===== config.mk =====
export PLATFORM = sky130hd
export DESIGN_NAME = rr_arbiter
export DESIGN_NICKNAME = d
export VERILOG_FILES = /design/src/rtl/rr_arbiter.sv
export SDC_FILE = /design/constraint.sdc
export NUM_CORES = 1
export LEC_CHECK = 0
export CAP_MARGIN = 20
export CORE_UTILIZATION = 56
export DETAILED_ROUTE_END_ITERATION = 8
export MAX_ROUTING_LAYER = met4
export PLACE_DENSITY = 0.88
export SETUP_SLACK_MARGIN = 0.02
export SLEW_MARGIN = 30
export SYNTH_ARGS = -nofsm -noshare
export SYNTH_HDL_FRONTEND = slang
export SYNTH_SLANG_ARGS = --single-unit

===== constraint.sdc =====
create_clock -name clk -period 3.7 [get_ports clk]
set_clock_uncertainty 0.05 [all_clocks]
set_input_delay 0.37 -clock clk [delete_from_list [all_inputs] [get_ports clk]]
set_output_delay 0.37 -clock clk [all_outputs]
set_load 0.05 [all_outputs]

===== src/rtl/rr_arbiter.sv =====
// Eight-way round-robin arbiter: rotating-pointer first-set search, grant held
// until request drops or a hold timeout preempts, one idle cycle between grants.
module rr_arbiter #(
   parameter int MAX_HOLD = 16
) (
   input  logic       clk,
   input  logic       rst_n,
   input  logic [7:0] req,
   output logic [7:0] gnt,
   output logic [2:0] gnt_id,
   output logic       gnt_valid,
   output logic       preempt
);

   localparam int CW = (MAX_HOLD > 1) ? $clog2(MAX_HOLD) : 1;
   localparam logic [CW-1:0] HOLD_LAST = CW'(MAX_HOLD - 1);

   typedef enum logic [1:0] {
      IDLE  = 2'd0,
      GRANT = 2'd1,
      GAP   = 2'd2
   } state_t;

   state_t          state, state_nxt;
   logic [2:0]      ptr, ptr_nxt;
   logic [CW-1:0]   hold_cnt, hold_nxt;
   logic [7:0]      gnt_nxt;
   logic [2:0]      id_nxt;
   logic            valid_nxt;
   logic            preempt_nxt;

   logic            found;
   logic [2:0]      win;
   logic [2:0]      idx;

   // First set request bit scanning upward from ptr, wrapping at 8.
   always_comb begin
      found = 1'b0;
      win   = 3'd0;
      idx   = 3'd0;
      for (int i = 0; i < 8; i++) begin
         idx = ptr + 3'(i);
         if (!found && req[idx]) begin
            found = 1'b1;
            win   = idx;
         end
      end
   end

   always_comb begin
      state_nxt   = state;
      gnt_nxt     = gnt;
      id_nxt      = gnt_id;
      ptr_nxt     = ptr;
      hold_nxt    = hold_cnt;
      preempt_nxt = 1'b0;
      case (state)
         IDLE, GAP: begin
            if (found) begin
               state_nxt = GRANT;
               gnt_nxt   = 8'd1 << win;
               id_nxt    = win;
               hold_nxt  = '0;
            end else begin
               state_nxt = IDLE;
               gnt_nxt   = 8'h00;
               id_nxt    = 3'd0;
            end
         end
         GRANT: begin
            // Release is checked first so a voluntary drop never reports preempt.
            if (!req[gnt_id]) begin
               state_nxt = GAP;
               gnt_nxt   = 8'h00;
               id_nxt    = 3'd0;
               ptr_nxt   = gnt_id + 3'd1;
            end else if ((hold_cnt == HOLD_LAST) && ((req & ~gnt) != 8'h00)) begin
               state_nxt   = GAP;
               gnt_nxt     = 8'h00;
               id_nxt      = 3'd0;
               ptr_nxt     = gnt_id + 3'd1;
               preempt_nxt = 1'b1;
            end else if (hold_cnt != HOLD_LAST) begin
               hold_nxt = hold_cnt + 1'b1;
            end
         end
         default: begin
            state_nxt = IDLE;
            gnt_nxt   = 8'h00;
            id_nxt    = 3'd0;
         end
      endcase
      valid_nxt = |gnt_nxt;
   end

   always_ff @(posedge clk or negedge rst_n) begin
      if (!rst_n) begin
         state     <= IDLE;
         ptr       <= 3'd0;
         hold_cnt  <= '0;
         gnt       <= 8'h00;
         gnt_id    <= 3'd0;
         gnt_valid <= 1'b0;
         preempt   <= 1'b0;
      end else begin
         state     <= state_nxt;
         ptr       <= ptr_nxt;
         hold_cnt  <= hold_nxt;
         gnt       <= gnt_nxt;
         gnt_id    <= id_nxt;
         gnt_valid <= valid_nxt;
         preempt   <= preempt_nxt;
      end
   end

endmodule


==> impl_metrics.env <==
export IMPL_gr_total_overflow=0
export IMPL_final_hold_viol_count=0
export IMPL_crit_arrival_ns=3.53
export IMPL_vias=1908
export IMPL_cpPeakStageDelay_ns=0.51
export IMPL_synth_seq_area_share_pct=25.9
export IMPL_rsz0062_at_grt="false"
export IMPL_nets=244
export IMPL_fin_area_sq_um=2430
export IMPL_critPathTopFamily="compound AO/OA/AOI/OAI gates"
export IMPL_cts_resized=0
export IMPL_die_area_sq_um=4050
export IMPL_boundaryPins=23
export IMPL_clock_sinks=22
export IMPL_tns_ns=0
export IMPL_setup_viol=0
export IMPL_ys_top_cells_by_area="dfrtp_1, mux4_2, mux2i_1"
export IMPL_routedWlPerCell_microns=20.4
export IMPL_ctsHtreeMaxLevel=1
export IMPL_synth_nets=222
export IMPL_wl_microns=5650
export IMPL_synth_most_common_cell="dfrtp_1"
export IMPL_critPathMaxFanout=15
export IMPL_critPathKind="reg2reg"
export IMPL_yosys_warnings=0
export IMPL_grt_max_degree=23
export IMPL_maxSlewHeadroom_pct=57.0
export IMPL_diodes=0
export IMPL_synth_seq_cells=22
export IMPL_period_minus_slack_ns=3.43
export IMPL_fmax_mhz=292
export IMPL_hp_class="in2async"
export IMPL_grt_pass1_vias=1911
export IMPL_dr_pass1_iters=4
export IMPL_hpwl_microns=4090
export IMPL_dr_first_iter_drc_count=185
export IMPL_synth_edf_count=0
export IMPL_cts_root_buf="clkbuf_8"
export IMPL_syn_area_per_cell_sq_um=10.2
export IMPL_ys_dominant_reg_cell="dfrtp_1"
export IMPL_synth_area_leader_cell="dfrtp_1"
export IMPL_cts_tree="done"
export IMPL_final_antenna_net_count=0
export IMPL_clkLatencyLatePin_ns=0.26
export IMPL_max_cap_viol_count=0
export IMPL_synthArstFlopShare_pct=100
export IMPL_min_period_over_period_pct=92.6
export IMPL_cts_setup_buffers=0
export IMPL_grt_pass1_wl_microns=9650
export IMPL_clk_pin_slew_worst_paths_ns=0.08
export IMPL_cp_num_buf_inv=1
export IMPL_synth_cells=208
export IMPL_tightestPinTransition_ns=0.645
export IMPL_syn_area_sq_um=2130
export IMPL_die_h_microns=63.6
export IMPL_place_area_sq_um=2380
export IMPL_synth_distinct_cells=62
export IMPL_viasPerCell=6.89
export IMPL_drc=0
export IMPL_start_kind="register"
export IMPL_slew_violations=0
export IMPL_cp_end_kind="register"
export IMPL_drive_above_1_share_pct=20.1
export IMPL_start_util_pct=58.1
export IMPL_core_sq_um=3660
export IMPL_area_growth_pct=14.5
export IMPL_cts_made_buffers=3
export IMPL_clock_path_buffers=2
export IMPL_critPathSlowestCell="mux4_2"
export IMPL_port_buffers=22
export IMPL_cp_required_ns=3.80
export IMPL_synth_common_cells="dfrtp_1, inv_1, nand2_1"
export IMPL_gp_congestion=0.912
export IMPL_yosysTopAreaCellShare_pct=25.9
export IMPL_grtUsageTotal_pct=31.5
export IMPL_path_cells="buf_4, ha_1, mux2i_1, mux4_2, a32oi_2, o31ai_1, a211oi_1, nor2_1, a32o_1"
export IMPL_antenna_found_initial=0
export IMPL_status="finished, final reports clean"
export IMPL_cts_hold_fix_buffers=0
export IMPL_rows=22
export IMPL_die_width_microns=63.6
-- placed cells by master (no fill, tap or decap), types with 2 or more instances in the layout --
cell type         n
buf_4             5
o21ai_1           2
clkdlybuf4s50_1  21
mux2_2            8
nor2_1            8
a21oi_1           4
o21ai_0           9
nand3_1           4
a21o_1            3
nor2b_1           4
o2111ai_1         2
inv_1            15
mux2i_1          13
a32o_1            7
dfrtp_1          22
nand2_1          14
mux4_2           12
ha_1              4
nand2b_1          7
clkbuf_8          4
nor4_1            2
a31oi_1           3
a22o_1            4
xor2_1            4
or2_2             2
o31ai_1           2
o22ai_1           8
nand4_1           2
a311oi_1          2
-- stage by stage --
stage	instances	util [%]	setup WS [ns]	hold slack, ns
detailed placement	273	65.1	0.260	0.489
global placement	273	65.1	0.297	0.468
CTS	277	66.6	0.385	0.502
global route	277	66.5	0.135	0.0537
finish	277	66.5	0.272	0.0124
floorplan	208	-	0.503	0.0244
-- layer usage --
| layer | part of all wire [%] | GRT usage, % | wire length, microns | up-vias |
|---|---|---|---|---|
| li1 | - | - | - | 855 |
| met1 | 43 | 42.5 | 2430 | 937 |
| met2 | 48 | 49.6 | 2720 | 101 |
| met3 | 6.6 | 3.26 | 371 | 15 |
| met4 | 2.4 | 10.5 | 138 | 0 |
| met5 | 0 | - | 0 | - |
-- state kept, by name, indices dropped and copies added, names as in the netlist --
register,cells
gnt,8
gnt_id,3
gnt_valid,1
hold_cnt,4
preempt,1
ptr,3
state,2
-- path summary, 6_finish.rpt --
| path | cells after the start | from | to | slack [ns] |
|---|---|---|---|---|
| worst min-delay path | 1 | rst_n | hold_cnt[1]$_DFFE_PN0P_ | 0.01 |
| worst max-delay path | 9 | ptr[1]$_DFFE_PN0P_ | gnt[7]$_DFF_PN0_ | 0.27 |
| worst min register to register | 1 | gnt[3]$_DFF_PN0_ | gnt[3]$_DFF_PN0_ | 0.51 |
| max in group asynchronous | 1 | rst_n | gnt[2]$_DFF_PN0_ | 3.25 |
| min in group clk | 1 | gnt[3]$_DFF_PN0_ | gnt[3]$_DFF_PN0_ | 0.51 |
| worst max register to register | 9 | ptr[1]$_DFFE_PN0P_ | gnt[7]$_DFF_PN0_ | 0.27 |
-- final cells by class --
cell class | count | area [sq um]
well taps | 48 | 60.1
fillers | 283 | 1230
multi-input cells | 161 | 1460
clock buffers | 4 | 55.1
repair buffers | 27 | 253
inverters | 15 | 56.3
flip-flops and latches | 22 | 551
-- kinds of logic after synthesis --
| logic type | share of synthesized area (%) |
|---|---|
| AOI/OAI and AO/OA | 25.0 |
| and+or+nand+nor | 13.1 |
| muxes | 25.5 |
| buffers and inverters | 5.41 |
| DFF | 25.9 |
| xor gates and xnor gates | 2.83 |
| adders and majority gates | 2.35 |
Power is not shown: default switching activity piles up to over one toggle a cycle in this logic, so the estimate is an artifact.
